## src/rtl/wr_valid_gen_pkg.sv

```systemverilog
// Shared definitions for the FIFO write/read stimulus generators:
// state encodings and default FIFO geometry.
package wr_valid_gen_pkg;

  localparam int unsigned DEF_FIFO_DEPTH    = 8;
  localparam int unsigned DEF_COUNTER_WIDTH = 3;
  localparam int unsigned GAP_CNT_WIDTH     = 8;

  typedef enum logic [1:0] {
    ST_IDLE  = 2'd0,
    ST_BURST = 2'd1,
    ST_GAP   = 2'd2
  } state_t;

endpackage

```

## src/rtl/wr_valid_gen.sv

```systemverilog
// Write-side FIFO stimulus generator: bursts of FIFO_DEPTH writes with an
// incrementing payload, stalling on full, separated by a fixed idle gap.
//
//   state | meaning
//   IDLE  | waiting for enable to start a burst
//   BURST | offering writes until FIFO_DEPTH have been accepted
//   GAP   | GAP_CYCLES idle cycles, then burst again or go idle
module wr_valid_gen
  import wr_valid_gen_pkg::*;
#(
  parameter int unsigned FIFO_DEPTH    = DEF_FIFO_DEPTH,
  parameter int unsigned COUNTER_WIDTH = DEF_COUNTER_WIDTH,
  parameter int unsigned DATA_WIDTH    = 8,
  parameter int unsigned GAP_CYCLES    = 4
) (
  input  logic                  wr_clk,
  input  logic                  reset,
  input  logic                  enable,
  input  logic                  full,
  output logic                  wr_valid,
  output logic [DATA_WIDTH-1:0] wr_data,
  output logic                  wr_accept,
  output logic                  burst_done
);

  localparam logic [COUNTER_WIDTH-1:0] BURST_LAST = COUNTER_WIDTH'(FIFO_DEPTH - 1);
  localparam logic [GAP_CNT_WIDTH-1:0] GAP_LAST   = GAP_CNT_WIDTH'(GAP_CYCLES - 1);

  state_t                     r_state;
  state_t                     w_state_nxt;
  logic [COUNTER_WIDTH-1:0]   r_burst_cnt;
  logic [GAP_CNT_WIDTH-1:0]   r_gap_cnt;
  logic [DATA_WIDTH-1:0]      r_wr_data;
  logic                       r_wr_valid;
  logic                       r_burst_done;
  logic                       w_accept;
  logic                       w_burst_term;
  logic                       w_gap_term;

  assign w_accept     = r_wr_valid & ~full;
  assign w_burst_term = w_accept && (r_burst_cnt == BURST_LAST);
  assign w_gap_term   = (r_gap_cnt == GAP_LAST);

  always_comb begin
    w_state_nxt = r_state;
    case (r_state)
      ST_IDLE:  if (enable)       w_state_nxt = ST_BURST;
      ST_BURST: if (w_burst_term) w_state_nxt = ST_GAP;
      ST_GAP:   if (w_gap_term)   w_state_nxt = enable ? ST_BURST : ST_IDLE;
      default:                    w_state_nxt = ST_IDLE;
    endcase
  end

  always_ff @(posedge wr_clk) begin
    if (!reset) begin
      r_state      <= ST_IDLE;
      r_wr_valid   <= 1'b0;
      r_burst_done <= 1'b0;
      r_burst_cnt  <= '0;
      r_gap_cnt    <= '0;
      r_wr_data    <= '0;
    end else begin
      r_state      <= w_state_nxt;
      r_wr_valid   <= (w_state_nxt == ST_BURST);
      r_burst_done <= w_burst_term;
      if (w_accept) begin
        r_burst_cnt <= r_burst_cnt + 1'b1;
        r_wr_data   <= r_wr_data + 1'b1;
      end
      // Counts only while staying in GAP, so every entry starts from zero.
      if ((r_state == ST_GAP) && (w_state_nxt == ST_GAP))
        r_gap_cnt <= r_gap_cnt + 1'b1;
      else
        r_gap_cnt <= '0;
    end
  end

  assign wr_valid   = r_wr_valid;
  assign wr_data    = r_wr_data;
  assign wr_accept  = w_accept;
  assign burst_done = r_burst_done;

endmodule
```

## config.mk

```make
export PLATFORM = sky130hd
export DESIGN_NAME = wr_valid_gen
export DESIGN_NICKNAME = d
export VERILOG_FILES = /design/src/rtl/wr_valid_gen_pkg.sv /design/src/rtl/wr_valid_gen.sv
export SDC_FILE = /design/constraint.sdc
export NUM_CORES = 1
export LEC_CHECK = 0
export ABC_AREA = 0
export CAP_MARGIN = 20
export CORE_MARGIN = 2
export CORE_UTILIZATION = 35
export DETAILED_ROUTE_END_ITERATION = 8
export GPL_ROUTABILITY_DRIVEN = 0
export HOLD_SLACK_MARGIN = 0.08
export SYNTH_ARGS = -nofsm -noshare
export SYNTH_HDL_FRONTEND = slang
export SYNTH_SLANG_ARGS = --single-unit
```

## constraint.sdc

```tcl
create_clock -name wr_clk -period 1.9 [get_ports wr_clk]
set_input_delay 0.475 -clock wr_clk [delete_from_list [all_inputs] [get_ports wr_clk]]
set_output_delay 0.475 -clock wr_clk [all_outputs]
set_load 0.005 [all_outputs]
```

======== Word level (Yosys, flattened, before mapping) ========
Index checks and enable logic that the tools add are counted.
word-level totals
  bits in registers ....................... 23
  latch bits .............................. 0
  bits in writable memories ............... 0
  ROM bits ................................ 0
  input port bits ......................... 4
  output and inout bits ................... 11
  word-level logic and storage cells ...... 26
  memories ................................ 0
operators by class
  add/subtract/negate cells ............... 3
  $mul .................................... 0
  divide/modulo/power cells ............... 0
  magnitude comparators ................... 0
  equal/unequal tests ..................... 6
  shift-type cells ........................ 0
  multiplexer cells ....................... 5
  bitwise operators ....................... 2
  reduce and logical (&&, ||, !) cells .... 4
operators by type and width
  cell                                           count
  adder 8 x 1 -> 8 bit, second input constant    2
  == test 8 x 2 -> 1 bit, second input constant  1
  two-way mux 2 bit                              3
  one-hot mux 2 bit (3 select lines)             1
  == test 2 x 1 -> 1 bit, second input constant  2
  == test 2 bit, second input constant           2
  adder 3 x 1 -> 3 bit, second input constant    1
  == test 3 bit, second input constant           1
  logical AND 1 bit                              2
  logical NOT 2 bit                              1
  AND reduction 2 bit                            1
  bitwise AND 1 bit                              1
  two-way mux 1 bit                              1
  inverter 1 bit                                 1

======== Logic depth before layout (Yosys ltp) ========
Gate-level depths: netlist of the first run.
  depth in word-level cells ............... 8
  depth in mapped cells ................... 5
  depth with buffers taken out ............ 4

======== Worst setup path after synthesis of the first run ========
Ideal clock, no wire load.
  kind .................................... register -> register
  start ................................... register r_gap_cnt[0]
  end ..................................... register r_gap_cnt[2]
  setup time .............................. 0.125 ns
  data arrival time ....................... 1.375 ns
  data required time ...................... 1.775 ns
  path slack .............................. 0.400 ns
  stages on the path, launching flop included .. 5
  buffers on the path ..................... 0
  period minus slack after synthesis ...... 1.500 ns
  path through ............................ dfxtp_1 > ha_1 > or4b_4 > o2111ai_4 > nor2_1
on the way
  word-level cells in the longest chain between the ends .. 6
  elaborated cells between the ends (all ways) .. 7
  classes of those cells .................. add/sub (1); eq/ne (2); mux (2); reduce/logical (2)
RTL lines
  what                                  RTL line            text
  start: declaration                    wr_valid_gen.sv:32  logic [GAP_CNT_WIDTH-1:0] r_gap_cnt;
  start signal: assignment              wr_valid_gen.sv:72  r_gap_cnt <= r_gap_cnt + 1'b1;
  == test 8 x 2 -> 1 bit                wr_valid_gen.sv:42  assign w_gap_term = (r_gap_cnt == GAP_LAST);
  two-way mux 2 bit                     wr_valid_gen.sv:49  ST_GAP: if (w_gap_term) w_state_nxt = enable ? ST_BURST : ST_IDLE;
  one-hot mux 2 bit (3 select lines)    wr_valid_gen.sv:46  case (r_state)
  == test 2 bit                         wr_valid_gen.sv:71  if ((r_state == ST_GAP) && (w_state_nxt == ST_GAP))
  logical AND 1 bit                     wr_valid_gen.sv:71
  AND reduction 2 bit (no source line)  n/a
Parallel ways exist; a longest one is shown, timed or not.
A chain may end at the register's enable or synchronous reset.

======== Worst setup path in the final report of the first run ========
  start ................................... input full
  end ..................................... output wr_accept
on the way
  word-level cells in the longest chain between the ends .. 2
RTL lines
  what                RTL line            text
  start: declaration  wr_valid_gen.sv:19  input logic full,
  inverter 1 bit      wr_valid_gen.sv:40  assign w_accept = r_wr_valid & ~full;
  bitwise AND 1 bit   wr_valid_gen.sv:40
  end: declaration    wr_valid_gen.sv:22  output logic wr_accept,
No other way between the ends.

==> impl_metrics.tcl, run 1 <==
set metrics [dict create \
    die_area_sq_um 3270 \
    routedWlPerCell_um 11.5 \
    rows 19 \
    leakagePower_nw 0.424 \
    power_frac_comb_pct 8.5 \
    cp.arrival_ns 1.36 \
    grt_pass1_vias 748 \
    cp.required_ns 1.42 \
    synth_edf_count 0 \
    clk_path_buf_depth 2 \
    yosysMostFrequentCell "dfxtp_1" \
    cts_buffers 3 \
    viasPerCell 5.14 \
    rsz0062_at_grt "false" \
    syn_area_sq_um 991 \
    dieWidth_um 57.2 \
    synth_area_leader_cell "dfxtp_1" \
    clock_latency_ns 0.30 \
    drt-pass1-iter-count 4 \
    area_delta_synth_final_pct 21.6 \
    grt_max_degree 13 \
    critPathKind "primary input to output port" \
    tritoncts "done" \
    nets 135 \
    final_cells 157 \
    cp_max_fo 2 \
    synth_commonest_cells "23 x dfxtp_1, 11 x nand2_1, 10 x a21oi_1, 9 x nor2_1, 6 x nand3_1" \
    cts_setup_buffers 0 \
    finalCriticalPeriod_ns 1.83 \
    yosys_warnings 0 \
    p_per_area_nw_per_um2 652 \
    grt_pass1_wl_um 3180 \
    fin_crit_sh_pct 96.5 \
    r2r_slack_ns 0.26 \
    place_ws_ns -0.159 \
    drc_errors 0 \
    clockPowerShare_pct 27.7 \
    n_fill_cell 272 \
    timing.final.ws_setup_ns 0.0669 \
    clock.fmax_mhz 546 \
    placed_cells 153 \
    run_status "completed" \
    die_h_um 57.2 \
    track_usage_pct 12.4 \
    cts_sinks 23 \
    hold_viol 0 \
    htree_levels 1 \
    seqPwrFrac_pct 63.9 \
    vdd_drop_max_v 0.000641 \
    utilization_pct 44.1 \
    synth_top_area_share_pct 46.5 \
    routed_wl_um 1810 \
    start_kind "primary input" \
    vias 807 \
    drtIter0Drc 22 \
    finClkSkew_ns 0.00204 \
    synth.avg_cell_area_sq_um 9.09 \
    slew_viol_final 0 \
    async_flop_share_pct 0 \
    io_pins 15 \
    yosys-top-cells-area "dfxtp_1 46%, a21oi_1 5.1%, ha_1 5.1%, xnor2_1 4.4%, nand2_1 4.2%" \
    tightest_slew_ns 0.399 \
    overflow 0 \
    p_int_mw 0.610 \
    yosysSeqAreaShare_pct 46.5 \
    place_hpwl_um 1320 \
    root_buffer "clkbuf_4" \
    end_kind "output port" \
    setup_viol 0 \
    drive_gt1_share_pct 7.94 \
    slew-limit-headroom_pct 73.3 \
    path_clk_slew_ns 0.11 \
    holdCritPathClass "flop to flop" \
    fin_tns_setup_ns 0 \
    initial_utilization_pct 36.2 \
    p_sw_share_pct 22.4 \
    io_buffer_count 14 \
    num_antenna_cells 0 \
    power_mw 0.786 \
    drv_cap 0 \
    netSwitchingPower_mw 0.176 \
    ant_nets 0 \
    synth_seq_cells 23 \
    antenna_found_initial 0 \
    synth_cell_types 28 \
    core_sq_um 2730 \
    synth_fp_nets 117 \
    synthFlopType "dfxtp_1" \
    synthCells 109 \
]
metrics by stage:
| step | hold slack, ns | area, sq um |
|---|---|---|
| 3_5_place_dp | 0.454 | 1170 |
| 2_1_floorplan | 0.430 | 991 |
| 5_1_grt | 0.505 | 1200 |
| 4_1_cts | 0.478 | 1200 |
| 6_report | 0.474 | 1200 |
| 3_3_place_gp | 0.442 | 1170 |
critical path, cell delays in order:
cell,delay [ns]
clkdlybuf4s50_1,0.48
nand2b_4,0.13
inv_2,0.03
dlygate4sd2_1,0.25
layer usage:
metal  global-route usage, %  wire length [um]
met5                       0                 0
met3                    4.08                95
met4                    2.99                17
met1                    13.9               820
met2                    22.5               872
power groups by stage:
stage | combinational (mW) | sequential [mW] | clock (mW)
2_1_floorplan | 0.0371 | 0.510 | 0
3_3_place_gp | 0.0648 | 0.511 | 0
3_5_place_dp | 0.0664 | 0.512 | 0
4_1_cts | 0.0675 | 0.503 | 0.229
5_1_grt | 0.0735 | 0.504 | 0.249
6_report | 0.0665 | 0.502 | 0.217
final timing paths:
check / to / start / cells after the start
setup / recovery: wr_accept / full / 4
hold / removal: r_gap_cnt[0] / r_gap_cnt[0] / 1
setup reg to reg: r_gap_cnt[3] / r_gap_cnt[0] / 4
hold reg to reg: r_gap_cnt[0] / r_gap_cnt[0] / 1
repair_timing:
item / in CTS / in global routing
endpoints found under the hold margin: 0 / 0
hold buffers: 0 / 0
gates resized for setup: 2 / 0
setup endpoints to repair: 1 / 0
sequential cells by signal (all words and copies together) (netlist names):
signal       count
burst_done       1
wr_valid         1
r_gap_cnt        8
r_burst_cnt      3
wr_data          8
r_state          2
layout make-up:
class                   count  area, sq um  area share (%)
repair buffers             16          154            12.8
clock buffers               4         26.3            2.18
multi-input cells          77          503            41.7
well taps                  31         38.8            3.22
flip-flops and latches     23          460            38.2
inverters                   6         22.5            1.87
cells by family after synthesis:
| family | synth area share, % |
|---|---|
| flops | 46.5 |
| fa+ha+maj | 5.05 |
| mux | 2.02 |
| simple gates | 23.1 |
| xor+xnor | 5.30 |
| buf+inv | 3.53 |
| compound gates | 14.5 |
cell usage in the layout, fill, tap and decap left out, drive strengths merged, types with 3 or more instances in the layout:
cell	count
nand3	6
o21ai	5
nand2b	3
xnor2	5
inv	6
nand4	3
clkbuf	4
ha	4
nor2	9
clkdlybuf4s50	13
or3	5
nand2	11
dfxtp	23
a21oi	10
No activity file was read; power rests on OpenSTA's default activity.
==> inputs of run 2 (changes only) <==
--- a/config.mk
+++ b/config.mk
@@ -5,7 +5,7 @@
 export SDC_FILE = /design/constraint.sdc
 export NUM_CORES = 1
 export LEC_CHECK = 0
-export ABC_AREA = 0
+export ABC_AREA = 1
 export CAP_MARGIN = 20
 export CORE_MARGIN = 2
 export CORE_UTILIZATION = 35
==> run 2 against run 1 <==
Area after synthesis grew 4.5%. Critical path depth down 1. Hold slack lost 0.0077 ns. Largest power group unchanged. Register-to-register slack better by 0.40 ns. Core utilization rose by 1.3 points.
==> impl_metrics.tcl, run 2 <==
set metrics [dict create \
    run_status "completed" \
    setup_viol 0 \
    tightest_slew_ns 0.315 \
    start_kind "primary input" \
    clock_latency_ns 0.30 \
    fin_crit_sh_pct 96.2 \
    synth_area_leader_cell "dfxtp_1" \
    place_hpwl_um 1470 \
    cts_buffers 3 \
    overflow 0 \
    final_common_cell "nor2_1" \
    nets 165 \
    drv_cap 0 \
    yosys_warnings 0 \
    drc_errors 0 \
    p_per_area_nw_per_um2 626 \
    leakagePower_nw 0.497 \
    hold_viol 0 \
    grt_max_degree 13 \
    place_area_sq_um 1240 \
    die_h_um 58.4 \
    synth_fp_nets 143 \
    syn_area_sq_um 1040 \
    rsz0062_at_grt "false" \
    slew-limit-headroom_pct 79.0 \
    holdCritPathClass "flop to flop" \
    cts_sinks 23 \
    synth_edf_count 0 \
    vias 855 \
    clock.fmax_mhz 547 \
    path_clk_slew_ns 0.12 \
    slew_viol_final 0 \
    cts_setup_buffers 0 \
    synth_cell_types 22 \
    grt_pass1_vias 804 \
    finClkSkew_ns 0.000967 \
    io_pins 15 \
    drtIter0Drc 18 \
    rr_worst_depth 6 \
    rows 19 \
    vdd_drop_max_v 0.000340 \
    crit_path_start "full" \
    synth_top_area_share_pct 44.4 \
    dieWidth_um 58.4 \
    clk_path_buf_depth 2 \
    yosysMostFrequentCell "nor2_1" \
    antenna_found_initial 0 \
    core_sq_um 2780 \
    synth.avg_cell_area_sq_um 7.67 \
    viasPerCell 4.57 \
    track_usage_pct 13.4 \
    cp.required_ns 1.42 \
    critPathKind "primary input to output port" \
    critPathCapture "wr_accept" \
    initial_utilization_pct 37.2 \
    async_flop_share_pct 0 \
    fin_area_sq_um 1260 \
    grt_pass1_wl_um 3460 \
    htree_levels 1 \
    timing.rr.end "r_gap_cnt[6]" \
    yosysSeqAreaShare_pct 44.4 \
    drt-pass1-iter-count 4 \
    mostFrequentLayoutCells "25 x nor2_1, 23 x nand2_1, 23 x dfxtp_1, 17 x inv_1, 13 x clkdlybuf4s50_1" \
    drive_gt1_share_pct 10.3 \
    fin_tns_setup_ns 0 \
    cp.arrival_ns 1.35 \
    end_kind "output port" \
    r2r_start "r_gap_cnt[0]" \
    yosys-top-cells-area "dfxtp_1 44%, nor2_1 9.1%, nand2_1 8.3%, inv_1 6.2%, a21oi_1 4.8%" \
    root_buffer "clkbuf_4" \
    tritoncts "done" \
    finalCriticalPeriod_ns 1.83 \
    synthFlopType "dfxtp_1" \
    cp_max_fo 2 \
    n_fill_cell 294 \
    routed_wl_um 1930 \
    routedWlPerCell_um 10.3 \
    num_antenna_cells 0 \
    io_buffer_count 14 \
    utilization_pct 45.4 \
    area_delta_synth_final_pct 21.9 \
    r2r_slack_ns 0.66 \
    synth_commonest_cells "25 x nor2_1, 23 x dfxtp_1, 23 x nand2_1, 17 x inv_1, 10 x a21oi_1" \
    synthCells 135 \
    synth_seq_cells 23 \
    die_area_sq_um 3410 \
    ant_nets 0 \
]
[run 2: worst max-delay path, cell delays in order]
cell and delay, ns:
dlygate4sd2_1 0.27, nor2_4 0.11, clkdlybuf4s50_1 0.50
[run 2: cell type report]
type                       instances  area [sq um]  share of cell area [%]
multi-input combinational         93           504                    39.9
inverter                          19          71.3                    5.65
sequential                        23           460                    36.5
tap                               31          38.8                    3.07
timing repair buffer              17           161                    12.8
clock buffer                       4          26.3                    2.08
[run 2: worst min path at each step]
| stage | startpoint | endpoint | slack, ns | cells past startpoint |
|---|---|---|---|---|
| after floorplan | r_gap_cnt[0] | r_gap_cnt[0] | 0.42 | 1 |
| after global placement | r_gap_cnt[0] | r_gap_cnt[0] | 0.43 | 1 |
| after detailed placement | r_gap_cnt[0] | r_gap_cnt[0] | 0.46 | 1 |
| after CTS | r_gap_cnt[0] | r_gap_cnt[0] | 0.47 | 1 |
| after global routing | r_gap_cnt[0] | r_gap_cnt[0] | 0.50 | 1 |
| final | r_gap_cnt[0] | r_gap_cnt[0] | 0.47 | 1 |
[run 2: per-stage QoR]
stage | power, mW | hold WS (ns) | instances | setup WS [ns]
floorplan | 0.546 | 0.418 | 135 | 0.793
global placement | 0.581 | 0.430 | 183 | -0.130
detailed placement | 0.583 | 0.455 | 183 | -0.146
CTS | 0.804 | 0.473 | 187 | 0.0633
global route | 0.837 | 0.504 | 187 | 0.0263
finish | 0.790 | 0.466 | 187 | 0.0713
[run 2: layer usage]
metal  vias to the layer above  part of all wire, %  track usage [%]
met4                         0                  2.7             7.97
li1                        477                    -                -
met3                         4                  2.8             1.98
met5                         -                    0                0
met2                        11                   42             20.2
met1                       363                   52             18.0
[run 2: timing repair]
action / in CTS / in global routing
resized for setup: 1 / 0
endpoints found under the hold margin: 0 / 0
endpoints found under the setup margin: 1 / 0
hold buffers: 0 / 0
[run 2: report_power, final]
part | switching [mW] | internal [mW] | leakage (nW)
clock | 0.139 | 0.0819 | 0.0150
combinational | 0.0364 | 0.0325 | 0.296
sequential | 0.00760 | 0.493 | 0.186
total | 0.183 | 0.608 | 0.497
[run 2: logic make-up (layout without fill, tap and decap cells)]
group / Yosys count / in the layout / share of synthesized area [%]
AND/OR/NAND/NOR: 70 / 70 / 33.6
buffers and inverters: 19 / 40 / 6.88
XOR/XNOR: 3 / 3 / 2.54
flip-flops: 23 / 23 / 44.4
AO/OA/AOI/OAI: 16 / 16 / 7.73
adder cells (fa/ha/maj): 4 / 4 / 4.83
==> inputs of run 3 (changes only) <==
--- a/config.mk
+++ b/config.mk
@@ -9,6 +9,7 @@
 export CAP_MARGIN = 20
 export CORE_MARGIN = 2
 export CORE_UTILIZATION = 35
+export CTS_BUF_LIST = sky130_fd_sc_hd__clkbuf_16
 export DETAILED_ROUTE_END_ITERATION = 8
 export GPL_ROUTABILITY_DRIVEN = 0
 export HOLD_SLACK_MARGIN = 0.08
==> run 3 against run 2 <==
Clock skew about the same. Wire length increased by 1.0%. Clock power increased by 100%. Die area unchanged. Critical path type unchanged.
==> impl_metrics.tcl, run 3 (synthesized netlist as in run 2, its figures left out) <==
set metrics [dict create \
    end_kind "output port" \
    die_h_um 58.4 \
    rows 19 \
    leakagePower_nw 0.525 \
    overflow 0 \
    initial_utilization_pct 37.2 \
    vdd_drop_max_v 0.000542 \
    p_per_area_nw_per_um2 774 \
    grt_pass1_wl_um 3550 \
    cts_buffers 3 \
    tightest_slew_ns 0.318 \
    place_hpwl_um 1470 \
    crit_chain "dlygate4sd2_1 -> nor2_4 -> clkdlybuf4s50_1" \
    crit_family "buffers and inverters" \
    nets 165 \
    whs_endpoint "r_gap_cnt[0]" \
    routed_wl_um 1950 \
    ant_nets 0 \
    vias 855 \
    r2r_slack_ns 0.67 \
    cp.arrival_ns 1.35 \
    hp-start "r_gap_cnt[0]" \
    drt-pass1-iter-count 4 \
    place_area_sq_um 1240 \
    final_cells 187 \
    critPathBufInv 2 \
    setup_viol 0 \
    routedWlPerCell_um 10.4 \
    core_sq_um 2780 \
    power_mw 1.02 \
    placed_cells 183 \
    max_stage_delay_ns 0.50 \
    drtIter0Drc 15 \
    area_delta_synth_final_pct 26.9 \
    finClkSkew_ns 0.00141 \
    holdWs_ns 0.458 \
    run_status "completed" \
    slew-limit-headroom_pct 78.7 \
    slew_viol_final 0 \
    drive_gt1_share_pct 10.3 \
    viasPerCell 4.57 \
    io_buffer_count 14 \
    utilization_pct 47.3 \
    start_kind "primary input" \
    mostFrequentLayoutCells "25 x nor2_1, 23 x nand2_1, 23 x dfxtp_1, 18 x inv_1, 13 x clkdlybuf4s50_1" \
    fin_area_sq_um 1320 \
    timing.rr.end "r_gap_cnt[6]" \
    cp_max_fo 2 \
    r2r_start "r_gap_cnt[0]" \
    io_pins 15 \
    rr_worst_depth 6 \
    path_clk_slew_ns 0.06 \
    cp.required_ns 1.42 \
    cts_setup_buffers 0 \
    cts_sinks 23 \
    root_buffer "clkbuf_16" \
    htree_levels 1 \
    holdCritPathClass "flop to flop" \
    holdPathStages 1 \
    clock_latency_ns 0.25 \
    dieWidth_um 58.4 \
    finalCriticalPeriod_ns 1.83 \
    tritoncts "done" \
    drc_errors 0 \
    clock.fmax_mhz 547 \
    track_usage_pct 13.8 \
    critPathKind "primary input to output port" \
    fin_crit_sh_pct 96.2 \
    die_area_sq_um 3410 \
    rsz0062_at_grt "false" \
    num_antenna_cells 0 \
    clk_path_buf_depth 2 \
    slowest_stage "clkdlybuf4s50_1" \
    drv_cap 0 \
    antenna_found_initial 0 \
    grt_max_degree 13 \
    hold_viol 0 \
    grt_pass1_vias 819 \
    final_common_cell "nor2_1" \
]
## run 3: changes by cell type in the layout (fill, tap and decap cells not counted), sizes merged
cell    change
inv         +1
clkbuf      -1
## run 3: how the worst max path moves through the flow
stage | start | cells past startpoint | to | slack (ns)
global placement | full | 3 | wr_accept | -0.13
CTS | full | 3 | wr_accept | 0.06
detailed placement | full | 3 | wr_accept | -0.15
floorplan | r_gap_cnt[0] | 6 | r_gap_cnt[6] | 0.79
global route | full | 3 | wr_accept | 0.05
finish | full | 3 | wr_accept | 0.07
## run 3: final cells by class
type                            count  area (sq um)
Clock buffer                        3          75.1
Clock inverter                      1          3.75
Fill cell                         285          1470
Inverter                           19          71.3
Multi-Input combinational cell     93           504
Sequential cell                    23           460
Tap cell                           31          38.8
Timing Repair Buffer               17           161
## run 3: through the flow
stage / setup TNS (ns) / setup slack [ns]
final: 0 / 0.0713
after global placement: -0.130 / -0.130
after detailed placement: -0.146 / -0.146
after global routing: 0 / 0.0486
after floorplan: 0 / 0.793
after CTS: 0 / 0.0633
## run 3: routing by layer
layer / track usage, % / vias to the layer above / share of wire, %
li1: - / 476 / -
met1: 18.1 / 363 / 52
met2: 21.0 / 11 / 42
met3: 2.64 / 5 / 2.8
met4: 7.97 / 0 / 2.6
met5: 0 / - / 0
## run 3: repair_timing
action / CTS / global route
resized for setup: 1 / 0
setup endpoints to repair: 1 / 0
hold buffers: 0 / 0
## run 3: report_power, final
part           internal, mW  switching [mW]  total [mW]  leakage (nW)
Sequential            0.494         0.00774       0.501         0.186
Combinational        0.0325          0.0365      0.0689         0.296
Clock                 0.281           0.167       0.448        0.0423
## run 3: worst register-to-register path, cell delays in order, from the launching register on
cell	delay, ns
dfxtp_1	0.35
ha_1	0.25
nand3_1	0.12
nor2_1	0.14
nand2_1	0.08
xor2_1	0.14
nor2_1	0.05
